File: config.mk
export PLATFORM = sky130hd
export DESIGN_NAME = hdp_receiver
export DESIGN_NICKNAME = d
export VERILOG_FILES = /design/src/rtl/hdp_receiver.sv
export SDC_FILE = /design/constraint.sdc
export NUM_CORES = 1
export LEC_CHECK = 0
export ABC_AREA = 1
export BUFFER_PORTS_ARGS = -buffer_cell sky130_fd_sc_hd__buf_2
export CAP_MARGIN = 15
export CORE_UTILIZATION = 60
export CTS_BUF_LIST = sky130_fd_sc_hd__clkbuf_8
export DETAILED_ROUTE_END_ITERATION = 8
export PLACE_DENSITY = 0.85
export SETUP_SLACK_MARGIN = 0.1
export SLEW_MARGIN = 30
export SYNTH_ARGS = -nofsm -noshare
export SYNTH_HDL_FRONTEND = slang
export SYNTH_SLANG_ARGS = --single-unit
File: constraint.sdc
create_clock -name i_clock -period 4.62 [get_ports i_clock]
set_input_delay 0.924 -clock i_clock [delete_from_list [all_inputs] [get_ports i_clock]]
set_output_delay 0.924 -clock i_clock [all_outputs]
set_load 0.01 [all_outputs]
File: src/rtl/hdp_receiver.sv
// hdp_receiver: sink-side decoder for the HDP LCD packet stream.
// Tracks packet/line/frame position, tags each valid packet and keeps sticky framing errors.
module hdp_receiver #(
  parameter int PACKETS_PER_LINE = 40,
  parameter int BLANK_PER_LINE   = 4,
  parameter int LINES            = 1280,
  parameter int BACK_PORCH       = 24,
  parameter int UPDATE_LEN       = 28
) (
  input  logic        i_clock,
  input  logic        i_reset,
  input  logic [31:0] i_lcdData,
  input  logic        i_valid,
  input  logic        i_update,
  input  logic        i_nReset,
  output logic [31:0] o_wordData,
  output logic        o_wordValid,
  output logic [5:0]  o_column,
  output logic [10:0] o_line,
  output logic        o_lineDone,
  output logic        o_frameDone,
  output logic [15:0] o_frameCount,
  output logic [3:0]  o_errFlags,
  output logic        o_locked
);
  localparam int FRAME_LEN = (PACKETS_PER_LINE + BLANK_PER_LINE) * LINES + BACK_PORCH;
  localparam logic [7:0]  LAST_COL   = 8'(PACKETS_PER_LINE - 1);
  localparam logic [7:0]  LAST_POS   = 8'(PACKETS_PER_LINE + BLANK_PER_LINE - 1);
  localparam logic [7:0]  LAST_PORCH = 8'(BACK_PORCH - 1);
  localparam logic [10:0] LAST_LINE  = 11'(LINES - 1);
  localparam logic [16:0] LAST_FC    = 17'(FRAME_LEN - 1);
  localparam logic [16:0] UPD_END    = 17'(UPDATE_LEN);

  typedef enum logic [2:0] {s_WAIT_RESET, s_HUNT, s_ACTIVE, s_BLANK, s_PORCH} state_t;

  state_t      r_state, w_next;
  logic [7:0]  r_pos, w_pos;   // in-line position (active + blank) or porch cycle
  logic [10:0] r_line, w_line;
  logic [16:0] r_fc, w_fc;
  logic        r_prev_update, r_prev_nreset;
  logic        w_start, w_emit, w_line_done, w_frame_done;
  logic [5:0]  w_out_col;
  logic [10:0] w_out_line;
  logic [3:0]  w_err;

  logic [31:0] r_word_data;
  logic        r_word_valid, r_line_done, r_frame_done, r_locked;
  logic [5:0]  r_column;
  logic [10:0] r_out_line;
  logic [15:0] r_frame_count;
  logic [3:0]  r_err_flags;

  always_comb begin
    // NOTE: every comb output gets a default first so no path leaves it unassigned (no latch).
    w_next       = r_state;
    w_pos        = r_pos;
    w_line       = r_line;
    w_fc         = r_fc;
    w_emit       = 1'b0;
    w_line_done  = 1'b0;
    w_frame_done = 1'b0;
    w_out_col    = 6'd0;
    w_out_line   = 11'd0;
    w_err        = 4'b0000;
    w_start      = i_update && i_valid && (!r_prev_update || !r_prev_nreset);

    if (r_state == s_ACTIVE || r_state == s_BLANK || r_state == s_PORCH) begin
      if (i_update != (r_fc < UPD_END)) w_err[3] = 1'b1;
      w_fc = (r_fc == LAST_FC) ? 17'd0 : r_fc + 17'd1;
    end

    case (r_state)
      s_WAIT_RESET: w_next = s_HUNT;
      s_HUNT: begin
        if (w_start) begin
          w_emit = 1'b1;
          w_pos  = 8'd1;
          w_line = 11'd0;
          w_fc   = 17'd1;
          w_next = (LAST_COL == 8'd0) ? s_BLANK : s_ACTIVE;
        end
      end
      s_ACTIVE: begin
        // Column 0 of line 0 here only follows a porch: it must be a fresh frame start.
        if (r_pos == 8'd0 && r_line == 11'd0 && !w_start) begin
          w_err[3] = 1'b1;
          w_next   = s_HUNT;
        end else if (!i_valid) begin
          w_err[0] = 1'b1;
          w_next   = s_HUNT;
        end else begin
          w_emit     = 1'b1;
          w_out_col  = r_pos[5:0];
          w_out_line = r_line;
          w_pos      = r_pos + 8'd1;
          if (r_pos == LAST_COL) w_next = s_BLANK;
        end
      end
      s_BLANK: begin
        if (i_valid) w_err[1] = 1'b1;
        if (i_lcdData != 32'd0) w_err[2] = 1'b1;
        if (r_pos == LAST_POS) begin
          w_line_done = 1'b1;
          w_pos       = 8'd0;
          if (r_line == LAST_LINE) begin
            w_next = s_PORCH;
          end else begin
            w_line = r_line + 11'd1;
            w_next = s_ACTIVE;
          end
        end else begin
          w_pos = r_pos + 8'd1;
        end
      end
      s_PORCH: begin
        if (i_valid) w_err[1] = 1'b1;
        if (r_pos == LAST_PORCH) begin
          w_frame_done = 1'b1;
          w_pos        = 8'd0;
          w_line       = 11'd0;
          w_next       = s_ACTIVE;
        end else begin
          w_pos = r_pos + 8'd1;
        end
      end
      default: w_next = s_WAIT_RESET;
    endcase

    if (!i_nReset) begin
      w_next       = s_WAIT_RESET;
      w_pos        = 8'd0;
      w_line       = 11'd0;
      w_fc         = 17'd0;
      w_emit       = 1'b0;
      w_line_done  = 1'b0;
      w_frame_done = 1'b0;
      w_err        = 4'b0000;
    end
  end

  always_ff @(posedge i_clock) begin
    // NOTE: state uses non-blocking assignments so all registers update from pre-edge values.
    if (i_reset) begin
      r_state       <= s_WAIT_RESET;
      r_pos         <= 8'd0;
      r_line        <= 11'd0;
      r_fc          <= 17'd0;
      r_prev_update <= 1'b0;
      r_prev_nreset <= 1'b0;
      r_word_data   <= 32'd0;
      r_word_valid  <= 1'b0;
      r_column      <= 6'd0;
      r_out_line    <= 11'd0;
      r_line_done   <= 1'b0;
      r_frame_done  <= 1'b0;
      r_frame_count <= 16'd0;
      r_err_flags   <= 4'b0000;
      r_locked      <= 1'b0;
    end else begin
      r_state       <= w_next;
      r_pos         <= w_pos;
      r_line        <= w_line;
      r_fc          <= w_fc;
      r_prev_update <= i_update;
      r_prev_nreset <= i_nReset;
      r_word_valid  <= w_emit;
      if (w_emit) begin
        r_word_data <= i_lcdData;
        r_column    <= w_out_col;
        r_out_line  <= w_out_line;
      end else if (!i_nReset) begin
        r_column   <= 6'd0;
        r_out_line <= 11'd0;
      end
      r_line_done  <= w_line_done;
      r_frame_done <= w_frame_done;
      if (w_frame_done) r_frame_count <= r_frame_count + 16'd1;
      r_err_flags  <= r_err_flags | w_err;
      r_locked     <= (w_next == s_ACTIVE) || (w_next == s_BLANK) || (w_next == s_PORCH);
    end
  end

  assign o_wordData   = r_word_data;
  assign o_wordValid  = r_word_valid;
  assign o_column     = r_column;
  assign o_line       = r_out_line;
  assign o_lineDone   = r_line_done;
  assign o_frameDone  = r_frame_done;
  assign o_frameCount = r_frame_count;
  assign o_errFlags   = r_err_flags;
  assign o_locked     = r_locked;
endmodule

Yosys cells after proc, flatten, opt, wreduce, memory -nomap -nowiden:

Cells that the tools add are included.

* register bits: 114
* bits of input ports: 37
* output and inout bits: 73
* word-level logic and storage cells: 120

* add/sub/neg operators: 4
* $lt $le $gt $ge: 1
* eq/ne operators: 20
* multiplexer cells: 54
* bitwise operators: 3
* reduce and logical (&&, ||, !) cells: 23

Operators by type and width (number)
* $mux W11: 9
* $mux W17: 4
* $mux W8: 5
* $pmux W11 S3: 1
* $pmux W8 S4: 1
* $reduce_bool A32 Y1: 1
* $mux W6: 5
* $mux W3: 8
* $mux W1: 18
* $add A17 B1 Y17 const B: 1
* $eq A17 B16 Y1 const B: 1
* $lt A17 B5 Y1 const B: 1
* $add A16 B1 Y16 const B: 1
* $eq A8 B6 Y1 const B: 2
* $pmux W3 S5: 1
* $eq A3 B2 Y1 const B: 4
* $add A11 B1 Y11 const B: 1
* $eq A11 B11 Y1 const B: 1
* $logic_not A11 Y1: 1
* $add A8 B1 Y8 const B: 1
* $eq A8 B5 Y1 const B: 1
* $logic_not A8 Y1: 1
* $ne A2 B2 Y1 const B: 4
* $eq A3 B3 Y1 const B: 2
* other kinds (17): 30

Depth between registers and ports, before layout:

Gate-level depths: netlist of the first run.

* depth in word-level cells: 11
* depth in mapped cells: 12
* depth with buffers taken out: 12

Worst setup path before layout of the first run:

OpenSTA, ideal clock, no wires.

* kind: in2reg
* start point: input i_reset
* end point: register r_fc[0]
* library setup time: 136 ps
* arrival: 1814 ps
* required time: 4484 ps
* setup slack: 2671 ps
* stages: 5
* buffers on the path: 2
* cells stage by stage: clkbuf_1 -> nor2_1 -> inv_1 -> buf_1 -> a31oi_1

* cells in the longest elaborated chain, start to end: 1

Ends and longest elaborated chain
* start: declaration: line 11 `input logic i_reset,`
* $reduce_or A2 Y1 (no source line)
* end signal: assignment: line 163 `r_fc <= w_fc;`
* end: declaration: line 39 `logic [16:0] r_fc, w_fc;`

Every way passes these cells.
A chain may end at the register's enable or synchronous reset.

Worst setup path after layout of the first run:

* start point: input i_nReset
* end point: register r_frame_count[0], in the netlist o_frameCount[0]

* cells in the longest elaborated chain, start to end: 1

Ends and longest elaborated chain
* start: declaration: line 15 `input logic i_nReset,`
* $mux W1: line 129 `if (!i_nReset) begin`
* end signal: assignment: line 177 `if (w_frame_done) r_frame_count <= r_frame_count + 16'd1;`
* end: declaration: line 50 `logic [15:0] r_frame_count;`

Every way passes these cells.

==> summary by stage, run 1 <==
STA
The total count of hold-check failures in the final report is 0. Between clock sinks in the finished design, the worst skew comes to 0.0187 ns. The minimum clock period is 2.43 ns.

The count of pins over their slew limit came to 0. The final clock period utilization by the worst path is 0.525. The relative slew slack is 0.415. Setup repair after global routing left no endpoint under its margin.

The final-report setup violation count is 0. The slack of the critical path is 2.19 ns. At the pin with the least slew margin, the transition time is 0.878 ns. The highest clock frequency the design can meet is 0.412 GHz. In the final timing run, aggregate negative setup slack is 0 ns.

Setup path
Together, buffers and inverters on the worst path number 2. STA puts the critical path data required time at 4.93 ns. The critical path goes through buf_2 -> buf_4 -> nand4_1 -> o21ai_0 -> a21oi_1. The cell type group with the largest total delay on the critical path is buffers and inverters. For this run, the slowest stage of the critical path takes 0.68 ns. The slowest stage of the critical path is the sky130_fd_sc_hd__buf_4 cell. The worst setup path is captured at a flip-flop. In this run the worst path has a maximum fanout of 88. The worst setup path is launched from a primary input. The critical path is of the primary input to flip-flop type.

The data arrival time of the worst path is 2.74 ns.

Yosys
The synthesized design contains 0 enable-type register cells. The post-synthesis cell area is 0.00603 mm². The fraction of registers with async set/reset is 0. Synthesis produced a netlist with a net count of 911. After technology mapping, the gate count stands at 868. By area the synthesized netlist is led by sky130_fd_sc_hd__dfxtp_1, sky130_fd_sc_hd__nand2_1, sky130_fd_sc_hd__nand3_1. The post-synthesis area per instance is 6.95 µm². The number of distinct library cells after synthesis is 40. The prevailing post-synth register cell is sky130_fd_sc_hd__dfxtp_1. The cell with the most instances after synthesis is sky130_fd_sc_hd__nand2_1. After synthesis the netlist holds a flip-flop and latch count of 114.

The cell type with the largest total area after synthesis is sky130_fd_sc_hd__dfxtp_1. During synthesis, Yosys emitted a total of 0 warnings. By count the netlist is led by sky130_fd_sc_hd__nand2_1, sky130_fd_sc_hd__dfxtp_1, sky130_fd_sc_hd__nor2_1.

The area share of the leading cell type in the synthesized netlist is 0.378. The proportion of synthesized chip area in sequential cells is 0.378.

Clocking
The clock transition time at the flip-flop clock pins of the worst setup and hold paths is 0.07 ns. The number of cells upsized or downsized after cts is 0. CTS built an H-tree with a depth of 4. The total clock sinks is 114.

The cell sitting at the root of the clock tree is a sky130_fd_sc_hd__clkbuf_8. No sink is reached through more buffers than the 2 on the longest clock path. In this run, post-CTS hold repair placed 0 buffers. The source-to-sink clock delay at the later pin of the worst-skew pair is 0.45 ns.

Buffers added to address setup during post-CTS repair amount to 0. The number of CTS-inserted buffers is 17. The clock tree from TritonCTS is done.

Global routing
The initial antenna violation count is 0. Global routing finished with a remaining overflow of 0. Entering global routing, the biggest net connects 89 pins. The global-route total usage across every layer is 0.300. The first global-routing pass estimated 24600 µm of wire.

The number of global-route vias before repair is 5505.

Final layout
Relative to the synthesized area, the layout overhead comes to 15.3%. The fraction of layout instances using a drive strength above 1 is 0.220. The sequential cell area in the final layout is 0.00228 mm². The area used by multi-input combinational logic is 0.00316 mm². The number of inserted filler cells in the final layout is 818. The repair_antennas step left the layout with diodes totalling 0. The fraction of the core area covered by cells at the end of the flow is 0.712.

The final layout contains 1002 nets.

Route
The highest layer touched by signal routing is met4. The first routing iteration left 363 violations. The wire length on met2 is 7160 µm. In this run the remaining antenna-violating nets after routing total 0.

Before antenna repair, the detailed router went through 5 iterations. Wire segments on met3 add up to 896 µm in the final route. The detailed router put a total of 6530 µm of wire on met1. The final layout contains routed wiring with a total length of 14900 µm. The detail-routed via count per cell is 5.45. The via count is 6018. In the final routed layout, each cell accounts on average for 13.5 µm. The DRC violation count after routing is 0.

Placement
The weighted congestion reported at the end of routability-driven placement is 0.943. At the placement stage, the worst setup path has a slack of 1.80 ns. Summed over all nets, the half-perimeter wirelength after detailed placement is 10100 µm. The count of input and output buffers is 109.

Floorplanning
Measured along the x axis, the die boundary spans 102 µm. The area of the die is 0.0105 mm². The starting density of the core is 0.617.

The overall die height is 102 µm. 110 I/O pins were placed. The number of placement rows is 36. The core outline area is 0.00977 mm².

Worst hold path
The worst min-delay path category is flip-flop to flip-flop.

Pwr
The reported leakage power is 2.93 nW. Dividing total power by cell area gives a power density of 309 mW/mm². The peak supply drop is 0.000346 V.

Flow run
The number of maximum-capacitance constraint violations is 0.

Outcome
The run finished with clean final reports.
==> sequential cells by signal, summed over array words and instances (netlist names), 3 cells and up <==
signal,count
r_fc,17
r_state,3
o_line,11
o_column,6
o_frameCount,16
o_errFlags,4
r_line,11
r_pos,8
o_wordData,32
==> cells by family after synthesis <==
logic type	count (synthesis)	synth area share
AND/OR/NAND/NOR	486	0.377
buffers and inverters	130	0.0975
flip-flops	114	0.378
AO/OA/AOI/OAI	109	0.102
XOR/XNOR	23	0.0334
adder cells (fa/ha/maj)	6	0.0124
==> cell type report <==
class	count	area share
clock inverters	14	0.0270
multi-input cells	624	0.455
repair buffers	112	0.0816
clock buffers	18	0.0356
flip-flops and latches	114	0.328
well taps	133	0.0239
inverters	90	0.0493
==> cell usage in the layout (no fill, tap or decap), types with 2 or more instances in the layout <==
| cell | count |
|---|---|
| sky130_fd_sc_hd__a21oi_1 | 81 |
| sky130_fd_sc_hd__xor2_1 | 19 |
| sky130_fd_sc_hd__nand3_2 | 8 |
| sky130_fd_sc_hd__nand3_1 | 86 |
| sky130_fd_sc_hd__o21ai_0 | 7 |
| sky130_fd_sc_hd__nor2_2 | 14 |
| sky130_fd_sc_hd__dfxtp_1 | 114 |
| sky130_fd_sc_hd__ha_1 | 6 |
| sky130_fd_sc_hd__clkinvlp_4 | 3 |
| sky130_fd_sc_hd__inv_1 | 78 |
| sky130_fd_sc_hd__buf_4 | 3 |
| sky130_fd_sc_hd__nor2_4 | 3 |
| sky130_fd_sc_hd__clkinv_2 | 3 |
| sky130_fd_sc_hd__nor4_1 | 2 |
| sky130_fd_sc_hd__clkinv_4 | 3 |
| sky130_fd_sc_hd__nand2_2 | 15 |
| sky130_fd_sc_hd__nor3b_1 | 3 |
| sky130_fd_sc_hd__a31oi_1 | 3 |
| sky130_fd_sc_hd__o21ai_1 | 2 |
| sky130_fd_sc_hd__nor2_1 | 99 |
| sky130_fd_sc_hd__nand2_4 | 2 |
| sky130_fd_sc_hd__bufinv_16 | 4 |
| sky130_fd_sc_hd__o211ai_1 | 2 |
| sky130_fd_sc_hd__nor3_1 | 23 |
| sky130_fd_sc_hd__inv_2 | 12 |
| sky130_fd_sc_hd__xnor2_1 | 4 |
| sky130_fd_sc_hd__buf_2 | 109 |
| sky130_fd_sc_hd__nand4_1 | 35 |
| sky130_fd_sc_hd__nor3_2 | 3 |
| sky130_fd_sc_hd__nand2_1 | 189 |
| sky130_fd_sc_hd__clkbuf_8 | 18 |
| sky130_fd_sc_hd__a21oi_2 | 9 |
==> per-stage QoR <==
| step | instances | power (mW) | cell area, µm² | hold slack (ns) |
|---|---|---|---|---|
| 2_1_floorplan | 868 | 1.10 | 6030 | 0.467 |
| 3_3_place_gp | 1073 | 1.14 | 6520 | 0.435 |
| 3_5_place_dp | 1073 | 1.14 | 6520 | 0.441 |
| 4_1_cts | 1105 | 2.15 | 6960 | 0.455 |
| 5_1_grt | 1105 | 2.22 | 6960 | 0.495 |
| 6_report | 1105 | 2.15 | 6960 | 0.452 |
==> power by group <==
group | switching [mW] | internal, mW | total [mW] | leakage (nW)
clock network | 0.433 | 0.600 | 1.03 | 0.216
logic | 0.0867 | 0.0373 | 0.124 | 1.79
registers | 0.00598 | 0.991 | 0.997 | 0.920
total | 0.526 | 1.63 | 2.15 | 2.93
==> path summary, 6_finish.rpt <==
kind         depth (start not counted)           from               to  slack [ns]
max                                  5       i_nReset  o_frameCount[0]        2.19
min reg2reg                          2  o_errFlags[3]    o_errFlags[3]        0.45
max reg2reg                         10      r_line[0]   o_wordData[27]        2.25
min                                  2  o_errFlags[3]    o_errFlags[3]        0.45
==> worst reg2reg max path, delay by kind of cell (launching register included) <==
family | cells | cell delay, ns
simple gates | 8 | 1.48
buf+inv | 1 | 0.12
fa+ha+maj | 1 | 0.24
flops | 1 | 0.46
==> routing by layer <==
| metal | GRT usage | vias up |
|---|---|---|
| li1 | - | 3014 |
| met1 | 0.366 | 2772 |
| met2 | 0.495 | 199 |
| met3 | 0.0862 | 33 |
| met4 | 0.126 | 0 |
| met5 | 0 | - |
Note: power is estimated with default switching activity, not from simulation.
==> run 2: changes to the inputs <==
Settings changed: CORE_UTILIZATION 60 to 58, PLACE_DENSITY 0.85 to 0.83.
Clock period 4.62 ns to 2.5 ns, I/O delays scaled along.
==> run 2 against run 1 <==
Net effect: routed wire length shrank 1.1%; highest routed layer unchanged; register-to-register slack lost 1.9 ns; global-route usage is 1.9 points lower; clock power rose by 91%; die area grew 3.4%; critical path type is now flip-flop to flip-flop; cell area rose by 0.92%; first-iteration DRC count up 13%; largest power group unchanged.
==> summary by stage, run 2 (synthesized netlist as in run 1, its figures left out) <==
Final layout
The library cell used most frequently in the layout, excluding fill and tap cells, is sky130_fd_sc_hd__nand2_1. The number of inserted filler cells in the final layout was 837 (+2.3%). The net total in the final layout was 1007 (+0.50%). The fraction of layout instances using a drive strength above 1 came to 0.223 (+0.00297). In the layout the commonest cells are sky130_fd_sc_hd__nand2_1, sky130_fd_sc_hd__dfxtp_1, sky130_fd_sc_hd__buf_2.

The number of flip-flops in the largest register is 32 (unchanged). The diode insertion count for antenna repair was 0 (unchanged). The area growth from synthesis to layout is 16.4%.

Setup path
The number of cells on the worst reg-to-reg path is 10 (unchanged). Traced cell by cell, the critical path runs through ha_1 -> nand2_1 -> nor2_2 -> nand2_2 -> nand2_2 -> nand3_2 -> nor2_4 -> inv_2 -> nand2_1 -> a21oi_2. The highest-delay cell along the critical path is sky130_fd_sc_hd__dfxtp_1.

The required arrival time at the worst endpoint is 2.82 ns (-2.11 ns). The total number of cells along the worst setup path was 10 (+5). The maximum fanout encountered on the critical timing path is 13 (-85%). The endpoint kind of the worst setup timing path is a flip-flop. The data arrival time of the worst path is 2.49 ns (-0.25 ns). The buffer and inverter count on the worst path came to 1 (-1). The worst stage delay on the critical path came to 0.47 ns (-0.21 ns). The startpoint-to-endpoint class of the critical path is flip-flop to flip-flop. The sort of element at the start of the critical path is a flip-flop. In this design, the largest share of critical-path delay is due to simple AND/OR/NAND/NOR gates.

Route
The routed length on met3 is 917 µm (+2.3%). The wire length on met2 is 6910 µm (-3.6%). The detail-routed via count per cell is 5.46 (+0.34%).

The average routed wire per standard cell is 13.3 µm (-1.5%). The remaining number of nets flagged by the antenna check after routing is 0 (unchanged). The number of design-rule violations left by the first detailed-router iteration was 412 (+13%). The number of detailed-route iterations in the first pass is 5 (unchanged). The via count was 6066 (+0.80%). The routed length on met1 is 6610 µm (+1.2%).

The DRC violation count after routing was 0 (unchanged). The wire length after detailed routing is 14800 µm (-1.1%). The top routing layer in use is met4.

Floorplanning
The number of placement rows came to 36 (unchanged). The starting density of the core is 0.609 (-0.00842). The overall die height came to 104 µm (+1.7%). The horizontal extent of the die was 104 µm (+1.7%). The number of placed I/O pins was 110 (unchanged). The area of the die is 0.0108 mm² (+3.4%). The core outline area is 0.00991 mm² (+1.4%).

Flow run
The number of maximum-capacitance constraint violations came to 0 (unchanged).

Pwr
The peak supply drop came to 0.000517 V (+50%). The power dissipated by switching net loads is 0.964 mW (+83%). The post-layout total power is 4.05 mW (+88%). The relative contribution of sequential cells to total power is 0.455 (-0.008). The fraction of power consumed by the clock network was 0.487 (+0.008). The part of the total power dissipated in combinational logic is 0.057 (about the same). The design internal power is 3.08 mW (+89%).

The power per unit of standard cell area was 576 mW/mm² (+86%). The reported leakage power is 2.95 nW (+0.93%). The switching portion of total power was 0.238 (-0.00581).

Global routing
The wire length of the first global-routing pass is 25000 µm (+1.9%). The number of global-route vias before repair came to 5475 (-0.54%). The total grt overflow is 0 (unchanged).

The initial antenna violation count is 0 (unchanged). The global-route total usage across every layer is 0.281 (-0.0187). The maximum number of pins on one net before global-route repair is 74 (-17%).

STA
The minimum clock period is 2.17 ns. The total count of hold-check failures in the final report is 0 (unchanged). The transition time at the pin with the least slew margin is 0.672 ns (-0.206 ns). The count of pins over their slew limit is 0 (unchanged).

The final-report setup violation count is 0 (unchanged). The post-route setup TNS is 0 ns (unchanged). Setup repair after global routing left no endpoint under its margin. The final clock period utilization by the worst path is 0.868.

The worst clock skew is 0.0105 ns (-0.00825 ns). The highest clock frequency the design can meet is 0.461 GHz. The relative slew slack is 0.552 (+0.137).

Placement
The count of input and output buffers is 109 (unchanged). The weighted congestion reported at the end of routability-driven placement is 0.937 (-0.63%). The detailed placement HPWL is 10300 µm (+1.4%).

Clocking
The H-tree depth came to 4 (unchanged). The number of buffers added for setup after CTS came to 0 (unchanged). The number of cells upsized or downsized after cts is 0 (unchanged). The number of CTS-inserted buffers came to 17 (unchanged). The hold buffer count at cts was 0 (unchanged).

The total clock sinks is 114 (unchanged). The maximum buffer depth of the clock tree is 2 (unchanged). The source-to-sink clock delay at the later pin of the worst-skew pair is 0.44 ns (about the same).

The tree is rooted in a sky130_fd_sc_hd__clkbuf_8. TritonCTS built the clock tree. The clock transition time at the flip-flop clock pins of the worst setup and hold paths was 0.07 ns (about the same).

Worst hold path
The depth of the worst hold-timing path is 3 (+1). In this run the worst hold path is classified as primary input to flip-flop.

Outcome
The run finished with clean final reports.
[run 2: cell type report]
class	instances	area [µm²]	share of cell area
Multi-Input combinational cell	624	3160	0.450
Sequential cell	114	2280	0.325
Timing Repair Buffer	117	618	0.0880
Inverter	90	343	0.0488
Clock buffer	17	234	0.0333
Clock inverter	15	215	0.0306
Tap cell	133	166	0.0237
[run 2: per-layer routing]
metal | track usage | vias to the layer above
li1 | - | 3021
met4 | 0.124 | 0
met5 | 0 | -
met3 | 0.0589 | 31
met1 | 0.365 | 2789
met2 | 0.450 | 225
[run 2: worst paths after layout]
kind                       from            end  slack [ns]
setup reg to reg       r_pos[0]      r_line[0]        0.33
setup / recovery       r_pos[0]      r_line[0]        0.33
hold / removal         i_update  r_prev_update        0.36
hold reg to reg   o_errFlags[2]  o_errFlags[2]        0.45
[run 2: power by group through the flow]
stage / combinational, mW / sequential, mW / clock, mW
after floorplan: 0.154 / 1.89 / 0
after global placement: 0.226 / 1.88 / 0
after detailed placement: 0.228 / 1.88 / 0
after CTS: 0.230 / 1.84 / 1.98
after global routing: 0.257 / 1.84 / 2.07
final: 0.232 / 1.84 / 1.97
[run 2: worst register-to-register path: stages, from the launching register on]
cell                      delay (ns)
sky130_fd_sc_hd__dfxtp_1        0.47
sky130_fd_sc_hd__ha_1           0.29
sky130_fd_sc_hd__nand2_1        0.11
sky130_fd_sc_hd__nor2_2         0.21
sky130_fd_sc_hd__nand2_2        0.10
sky130_fd_sc_hd__nand2_2        0.09
sky130_fd_sc_hd__nand3_2        0.08
sky130_fd_sc_hd__nor2_4         0.35
sky130_fd_sc_hd__inv_2          0.18
sky130_fd_sc_hd__nand2_1        0.12
sky130_fd_sc_hd__a21oi_2        0.05
[run 2: through the flow]
stage                      util  worst slack [ns]  cell area (µm²)  std cells  hold slack (ns)
after floorplan               -             0.842             6030        868            0.467
after global placement    0.663             0.416             6570       1078            0.433
after detailed placement  0.663             0.377             6570       1078            0.439
after CTS                 0.709             0.368             7020       1110            0.343
after global routing      0.709             0.149             7020       1110            0.369
final                     0.709             0.330             7020       1110            0.362
